## src/rtl/acappella_pkg.sv

```systemverilog
// Shared definitions for the a-cappella audio engines: SDRAM geometry,
// requester indices and the arbiter state encoding.
package acappella_pkg;

  typedef enum logic [1:0] {
    IDLE,
    ISSUE,
    WAIT_RD,
    DONE
  } arb_state_t;

  localparam int SDRAM_ADDR_W = 23;
  localparam int SDRAM_DATA_W = 32;

  localparam int REQ_REC   = 0;
  localparam int REQ_PLAY  = 1;
  localparam int REQ_PITCH = 2;

endpackage

```

## src/rtl/sdram_arbiter_if.sv

```systemverilog
// Engine-side handshake and Avalon-MM side of the SDRAM arbiter.
// master = the arbiter itself, slave = engines plus SDRAM controller.
interface sdram_arbiter_if
  import acappella_pkg::*;
#(
  parameter int NUM_REQ = 3,
  parameter int ADDR_W  = SDRAM_ADDR_W,
  parameter int DATA_W  = SDRAM_DATA_W
);
  logic [NUM_REQ-1:0]             req_read;
  logic [NUM_REQ-1:0]             req_write;
  logic [NUM_REQ-1:0][ADDR_W-1:0] req_addr;
  logic [NUM_REQ-1:0][DATA_W-1:0] req_writedata;
  logic [DATA_W-1:0]              req_readdata;
  logic [NUM_REQ-1:0]             req_finished;

  logic [ADDR_W-1:0] sdram_address;
  logic              sdram_read;
  logic              sdram_write;
  logic [DATA_W-1:0] sdram_writedata;
  logic [DATA_W-1:0] sdram_readdata;
  logic              sdram_readdatavalid;
  logic              sdram_waitrequest;

  modport master (
    input  req_read, req_write, req_addr, req_writedata,
    output req_readdata, req_finished,
    output sdram_address, sdram_read, sdram_write, sdram_writedata,
    input  sdram_readdata, sdram_readdatavalid, sdram_waitrequest
  );

  modport slave (
    output req_read, req_write, req_addr, req_writedata,
    input  req_readdata, req_finished,
    input  sdram_address, sdram_read, sdram_write, sdram_writedata,
    output sdram_readdata, sdram_readdatavalid, sdram_waitrequest
  );
endinterface

```

## src/rtl/sdram_arbiter_rr_picker.sv

```systemverilog
// Combinational round-robin select: first active index at or after rr_ptr,
// wrapping modulo NUM_REQ. Assumes NUM_REQ >= 2 and rr_ptr < NUM_REQ.
module rr_picker #(
  parameter int NUM_REQ = 3
) (
  input  logic [NUM_REQ-1:0]         active,
  input  logic [$clog2(NUM_REQ)-1:0] rr_ptr,
  output logic [$clog2(NUM_REQ)-1:0] grant,
  output logic                       any_active
);
  localparam int IDX_W = $clog2(NUM_REQ);

  logic [NUM_REQ-1:0][IDX_W-1:0] cand_idx;
  logic [NUM_REQ-1:0]            cand_hit;

  for (genvar gi = 0; gi < NUM_REQ; gi++) begin : g_cand
    assign cand_idx[gi] = (rr_ptr >= IDX_W'(NUM_REQ - gi)) ? rr_ptr - IDX_W'(NUM_REQ - gi)
                                                            : rr_ptr + IDX_W'(gi);
    assign cand_hit[gi] = active[cand_idx[gi]];
  end

  // Scan from the farthest offset down so the closest one to rr_ptr wins.
  always_comb begin
    grant      = '0;
    any_active = 1'b0;
    for (int k = NUM_REQ - 1; k >= 0; k--) begin
      if (cand_hit[k]) begin
        grant      = cand_idx[k];
        any_active = 1'b1;
      end
    end
  end
endmodule

```

## src/rtl/sdram_arbiter.sv

```systemverilog
// Round-robin arbiter turning engine read/write/finished handshakes into
// single-outstanding Avalon-MM transactions toward the SDRAM controller.
module sdram_arbiter
  import acappella_pkg::*;
#(
  parameter int NUM_REQ = 3,
  parameter int ADDR_W  = SDRAM_ADDR_W,
  parameter int DATA_W  = SDRAM_DATA_W
) (
  input logic            i_clk,
  input logic            i_rst,
  sdram_arbiter_if.master bus
);
  localparam int IDX_W = $clog2(NUM_REQ);

  arb_state_t         state_q, state_d;
  logic [IDX_W-1:0]   rr_ptr_q, rr_ptr_d;
  logic [IDX_W-1:0]   grant_q, grant_d;
  logic               op_read_q, op_read_d;
  logic [ADDR_W-1:0]  address_q, address_d;
  logic [DATA_W-1:0]  writedata_q, writedata_d;
  logic [DATA_W-1:0]  readdata_q, readdata_d;
  logic               sdram_read_q, sdram_read_d;
  logic               sdram_write_q, sdram_write_d;
  logic [NUM_REQ-1:0] finished_q, finished_d;

  logic [NUM_REQ-1:0] active;
  logic [IDX_W-1:0]   pick_idx;
  logic               any_active;

  for (genvar gi = 0; gi < NUM_REQ; gi++) begin : g_active
    assign active[gi] = bus.req_read[gi] | bus.req_write[gi];
  end

  rr_picker #(.NUM_REQ(NUM_REQ)) u_picker (
    .active     (active),
    .rr_ptr     (rr_ptr_q),
    .grant      (pick_idx),
    .any_active (any_active)
  );

  always_comb begin
    state_d       = state_q;
    rr_ptr_d      = rr_ptr_q;
    grant_d       = grant_q;
    op_read_d     = op_read_q;
    address_d     = address_q;
    writedata_d   = writedata_q;
    readdata_d    = readdata_q;
    sdram_read_d  = sdram_read_q;
    sdram_write_d = sdram_write_q;
    finished_d    = '0;
    case (state_q)
      IDLE: begin
        if (any_active) begin
          grant_d       = pick_idx;
          op_read_d     = bus.req_read[pick_idx];
          address_d     = bus.req_addr[pick_idx];
          writedata_d   = bus.req_writedata[pick_idx];
          sdram_read_d  = bus.req_read[pick_idx];
          sdram_write_d = ~bus.req_read[pick_idx];
          state_d       = ISSUE;
        end
      end
      ISSUE: begin
        if (!bus.sdram_waitrequest) begin
          sdram_read_d  = 1'b0;
          sdram_write_d = 1'b0;
          if (op_read_q) begin
            state_d = WAIT_RD;
          end else begin
            finished_d[grant_q] = 1'b1;
            state_d             = DONE;
          end
        end
      end
      WAIT_RD: begin
        if (bus.sdram_readdatavalid) begin
          readdata_d          = bus.sdram_readdata;
          finished_d[grant_q] = 1'b1;
          state_d             = DONE;
        end
      end
      DONE: begin
        rr_ptr_d = (grant_q == IDX_W'(NUM_REQ - 1)) ? '0 : grant_q + 1'b1;
        state_d  = IDLE;
      end
      default: state_d = IDLE;
    endcase
  end

  always_ff @(posedge i_clk or posedge i_rst) begin
    if (i_rst) begin
      state_q       <= IDLE;
      rr_ptr_q      <= '0;
      grant_q       <= '0;
      op_read_q     <= 1'b0;
      address_q     <= '0;
      writedata_q   <= '0;
      readdata_q    <= '0;
      sdram_read_q  <= 1'b0;
      sdram_write_q <= 1'b0;
      finished_q    <= '0;
    end else begin
      state_q       <= state_d;
      rr_ptr_q      <= rr_ptr_d;
      grant_q       <= grant_d;
      op_read_q     <= op_read_d;
      address_q     <= address_d;
      writedata_q   <= writedata_d;
      readdata_q    <= readdata_d;
      sdram_read_q  <= sdram_read_d;
      sdram_write_q <= sdram_write_d;
      finished_q    <= finished_d;
    end
  end

  assign bus.sdram_address   = address_q;
  assign bus.sdram_writedata = writedata_q;
  assign bus.sdram_read      = sdram_read_q;
  assign bus.sdram_write     = sdram_write_q;
  assign bus.req_readdata    = readdata_q;
  assign bus.req_finished    = finished_q;
endmodule

```

## src/flat_wrapper.sv

```systemverilog
// flat-port wrapper written by rule: the top's interface ports become plain ports
module sdram_arbiter_flat import acappella_pkg::*;
#(
  parameter int NUM_REQ = 3,
  parameter int ADDR_W  = SDRAM_ADDR_W,
  parameter int DATA_W  = SDRAM_DATA_W
)
  (i_clk, i_rst, bus_req_read, bus_req_write, bus_req_addr, bus_req_writedata, bus_req_readdata, bus_req_finished, bus_sdram_address, bus_sdram_read, bus_sdram_write, bus_sdram_writedata, bus_sdram_readdata, bus_sdram_readdatavalid, bus_sdram_waitrequest);
  sdram_arbiter_if #(.NUM_REQ(NUM_REQ), .ADDR_W(ADDR_W), .DATA_W(DATA_W)) bus_i ();
  input logic i_clk;
  input logic i_rst;
  input wire logic [$bits(bus_i.req_read)-1:0] bus_req_read;
  input wire logic [$bits(bus_i.req_write)-1:0] bus_req_write;
  input wire logic [$bits(bus_i.req_addr)-1:0] bus_req_addr;
  input wire logic [$bits(bus_i.req_writedata)-1:0] bus_req_writedata;
  output wire logic [$bits(bus_i.req_readdata)-1:0] bus_req_readdata;
  output wire logic [$bits(bus_i.req_finished)-1:0] bus_req_finished;
  output wire logic [$bits(bus_i.sdram_address)-1:0] bus_sdram_address;
  output wire logic [$bits(bus_i.sdram_read)-1:0] bus_sdram_read;
  output wire logic [$bits(bus_i.sdram_write)-1:0] bus_sdram_write;
  output wire logic [$bits(bus_i.sdram_writedata)-1:0] bus_sdram_writedata;
  input wire logic [$bits(bus_i.sdram_readdata)-1:0] bus_sdram_readdata;
  input wire logic [$bits(bus_i.sdram_readdatavalid)-1:0] bus_sdram_readdatavalid;
  input wire logic [$bits(bus_i.sdram_waitrequest)-1:0] bus_sdram_waitrequest;
  assign bus_i.req_read = bus_req_read;
  assign bus_i.req_write = bus_req_write;
  assign bus_i.req_addr = bus_req_addr;
  assign bus_i.req_writedata = bus_req_writedata;
  assign bus_req_readdata = bus_i.req_readdata;
  assign bus_req_finished = bus_i.req_finished;
  assign bus_sdram_address = bus_i.sdram_address;
  assign bus_sdram_read = bus_i.sdram_read;
  assign bus_sdram_write = bus_i.sdram_write;
  assign bus_sdram_writedata = bus_i.sdram_writedata;
  assign bus_i.sdram_readdata = bus_sdram_readdata;
  assign bus_i.sdram_readdatavalid = bus_sdram_readdatavalid;
  assign bus_i.sdram_waitrequest = bus_sdram_waitrequest;
  sdram_arbiter #(.NUM_REQ(NUM_REQ), .ADDR_W(ADDR_W), .DATA_W(DATA_W)) u_core (.i_clk(i_clk), .i_rst(i_rst), .bus(bus_i));
endmodule
```

## config.mk

```make
export PLATFORM = sky130hd
export DESIGN_NAME = sdram_arbiter_flat
export DESIGN_NICKNAME = d
export VERILOG_FILES = /design/src/rtl/acappella_pkg.sv /design/src/rtl/sdram_arbiter_if.sv /design/src/rtl/sdram_arbiter_rr_picker.sv /design/src/rtl/sdram_arbiter.sv /design/src/flat_wrapper.sv
export SDC_FILE = /design/constraint.sdc
export NUM_CORES = 1
export LEC_CHECK = 0
export CAP_MARGIN = 20
export CORE_MARGIN = 2
export CORE_UTILIZATION = 36
export DETAILED_ROUTE_END_ITERATION = 10
export GPL_TIMING_DRIVEN = 0
export PLACE_DENSITY = 0.78
export SLEW_MARGIN = 10
export SYNTH_ARGS = -nofsm -noshare
export SYNTH_HDL_FRONTEND = slang
export SYNTH_SLANG_ARGS = --single-unit
```

## constraint.sdc

```tcl
create_clock -name i_clk -period 2.78 [get_ports i_clk]
set_input_delay 0.278 -clock i_clk [delete_from_list [all_inputs] [get_ports i_clk]]
set_output_delay 0.278 -clock i_clk [all_outputs]
set_load 0.05 [all_outputs]
```

==> results.cfg <==
[yosys]
synth_fp_nets = 738
ys_ff_latch = 99
netlist.area_leader.share_pct = 45.13
synthCells = 524
synth-seq-area-share_pct = 45.13
synthTopCellsByArea = dfrtp_1 (45%), a211oi_2 (7.1%), o31ai_2 (7.1%)
synth_top_area_cell = dfrtp_1
syn_area_sq_um = 5489
ys_warn_count = 0
async_flop_share_pct = 100.0
synth-edff-count = 0
synth-main-ff-cell = dfrtp_1
synthDistinctLibCells = 42
syn_area_per_cell_sq_um = 10.48

[detailed_routing]
wirelength_um = 18000
ant_nets = 0
drtIter0Drc = 198
vias_per_cell = 5.117
routed-via-count = 5260
firstDrtPassIters = 5
post_drt_wl_per_cell_um = 17.51
drcViolationCount = 0

[pwr]
p_total_mw = 11.97
p_clk_share_pct = 11.3
p_leak_nw = 3.863
pwr-share-comb_pct = 67.5
internal_power_mw = 6.045
peakVddDrop_uv = 587.9
p_seq_share_pct = 21.2
powerDensity_nw_per_um2 = 1319
power.switching_mw = 5.920
switching_share_pct = 49.48

[final_layout]
nets = 1049
drive_gt1_share_pct = 17.74
final_cells = 1028
synthToLayoutAreaGrowth_pct = 65.22
fill_cells = 1278
diodes = 0

[clocking]
ctsResizeCount = 0
numCtsBuffers = 9
clockRootBuffer = clkbuf_16
numClockSinks = 99
cts_tree = done
cts_buffer_depth = 2
cts_setup_buffers = 0
hold_buffers = 0
htreeDepth = 3
worst_skew_pair.late_latency_ns = 0.34
cts.clk_slew.worst_paths_ns = 0.07

[sta]
rsz0062_at_grt = no
clock.fmax_ghz = 0.4014
period_minus_slack_ns = 2.491
drv_slew = 0
maxSlewHeadroom_pct = 52.80
finalCritPeriodShare_pct = 89.62
tightest_slew_ns = 0.7065
hold_violations = 0
fin_skew_ns = 0.005990
setup_violations = 0

[worst_setup_path]
crit_path_end_kind = flop
crit_slowest_cell = nand4_2
path_cells = ha_1 > nor3_1 > o21ai_0 > nand4_2 > buf_6 > clkbuf_1 > nand2_1 > o31ai_2
crit_required_ns = 3.00
worstSetupPathType = reg -> reg
critPathLaunchType = flop
worstPathMaxFanout = 10
crit_arrival_ns = 2.71
cp_slowest_stage_delay_ns = 0.42

[outcome]
outcome = complete, no violations

[grt]
grt_pass1_wl_um = 28100
grt_max_degree = 38
grt_pass1_vias = 5329
gr-total-overflow = 0
grtUsageTotal_pct = 22.09
antenna_found_initial = 0

[floorplan]
die_h_um = 127.5
start_util_pct = 36.51
rows = 45
io_pins = 299
die_area_sq_um = 16250
core_area_sq_um = 15030
die_w_um = 127.5

[placed_design]
routabilityCongestion = 0.8288
post-dp-hpwl_um = 14090
portBuffers = 298
dp_cells = 1012

[flow_run]
cap_violations = 0

[hold_path]
min_path_type = in -> async
cells in the mapped netlist, types with 2 or more instances:
library cell	count
inv_1	6
dfrtp_1	99
o31ai_2	31
a21boi_0	2
buf_6	8
nor3b_1	4
buf_4	3
nand2_1	63
o2bb2ai_1	2
or2_2	3
o211ai_1	2
o21ai_0	9
nor2_1	60
and3_1	55
a211oi_1	24
nor3_1	2
buf_2	15
o21bai_1	2
clkbuf_2	4
buf_1	3
nand3_1	2
clkbuf_1	14
o31ai_1	24
a211oi_2	31
mux2_2	33
ha_1	7
state kept, by name, indices dropped and copies added (netlist names):
register	flops
u_core.grant_q	2
u_core.bus.req_finished	3
u_core.bus.sdram_read	1
u_core.bus.sdram_writedata	32
u_core.bus.req_readdata	32
u_core.bus.sdram_write	1
u_core.rr_ptr_q	2
u_core.bus.sdram_address	23
u_core.state_q	2
u_core.op_read_q	1
metal layers:
layer / global-route usage (%) / share of wire, %
met3: 6.700 / 8.2
met5: 0 / 0
met2: 39.07 / 50
met4: 8.403 / 2.7
met1: 25.03 / 39
power groups by stage:
stage / Sequential, mW / Combinational (mW) / Clock (mW)
floorplan: 4.76 / 3.36 / 0
global placement: 2.52 / 8.03 / 0
detailed placement: 2.56 / 8.12 / 0
CTS: 2.54 / 8.14 / 1.38
global route: 2.61 / 8.60 / 1.45
finish: 2.54 / 8.08 / 1.35
cells by family (layout without fill, tap and decap cells):
logic type      count (synthesis)  count (layout)  synth area share, %
compound gates                138             138                24.46
fa+ha+maj                       7               7                1.596
buf+inv                        53             369                5.357
flops                          99              99                45.13
mux                            33              33                6.770
simple gates                  194             194                16.69
layout by cell type, fill, tap and decap left out, types with 16 or more instances in the layout:
cell type,count
a211oi_1,24
a211oi_2,31
and3_1,55
clkbuf_1,16
clkdlybuf4s50_1,298
dfrtp_1,99
mux2_2,33
nand2_1,63
nor2_1,60
o31ai_1,24
o31ai_2,31
stage by stage:
stage                     setup slack (ns)  area [sq um]  util (%)  TNS (ns)  hold slack [ns]
after floorplan                     0.7271          5493         -         0           0.4285
after global placement            -0.02027          8711     57.94  -0.05061           0.4532
after detailed placement          -0.03303          8751     58.21   -0.2564           0.4660
after CTS                           0.2376          9069     60.32         0           0.4073
after global routing               0.02546          9069     60.32         0           0.4573
final                               0.2886          9069     60.32         0           0.4009
worst max-delay path, delay by kind of cell (launching register included):
family	cells	cell delay [ns]
AND/OR/NAND/NOR	3	0.66
buffers and inverters	2	0.57
AO/OA/AOI/OAI	2	0.35
adder cells (fa/ha/maj)	1	0.40
flip-flops	1	0.39
cell type report:
class                      instances  area [sq um]  area share, %
timing repair buffer             300          3023          33.33
multi-input combinational        372          2718          29.97
sequential                        99          2477          27.32
buffer                            47         271.5          2.994
tap                              188         235.2          2.594
clock buffer                      11         232.7          2.566
clock inverter                     5         85.08         0.9382
inverter                           6         26.28         0.2897
final timing paths:
check	startpoint	endpoint	slack, ns	depth (start not counted)
hold / removal	i_rst	u_core.bus.sdram_writedata[21]	0.40	2
setup / recovery	u_core.rr_ptr_q[1]	u_core.bus.sdram_writedata[15]	0.29	8
min in group i_clk	u_core.bus.sdram_writedata[13]	u_core.bus.sdram_writedata[13]	0.47	2
hold reg to reg	u_core.bus.sdram_writedata[13]	u_core.bus.sdram_writedata[13]	0.47	2
setup reg to reg	u_core.rr_ptr_q[1]	u_core.bus.sdram_writedata[15]	0.29	8
max in group asynchronous	i_rst	u_core.bus.sdram_writedata[5]	1.52	4
Note: power is estimated with default switching activity, not from simulation.
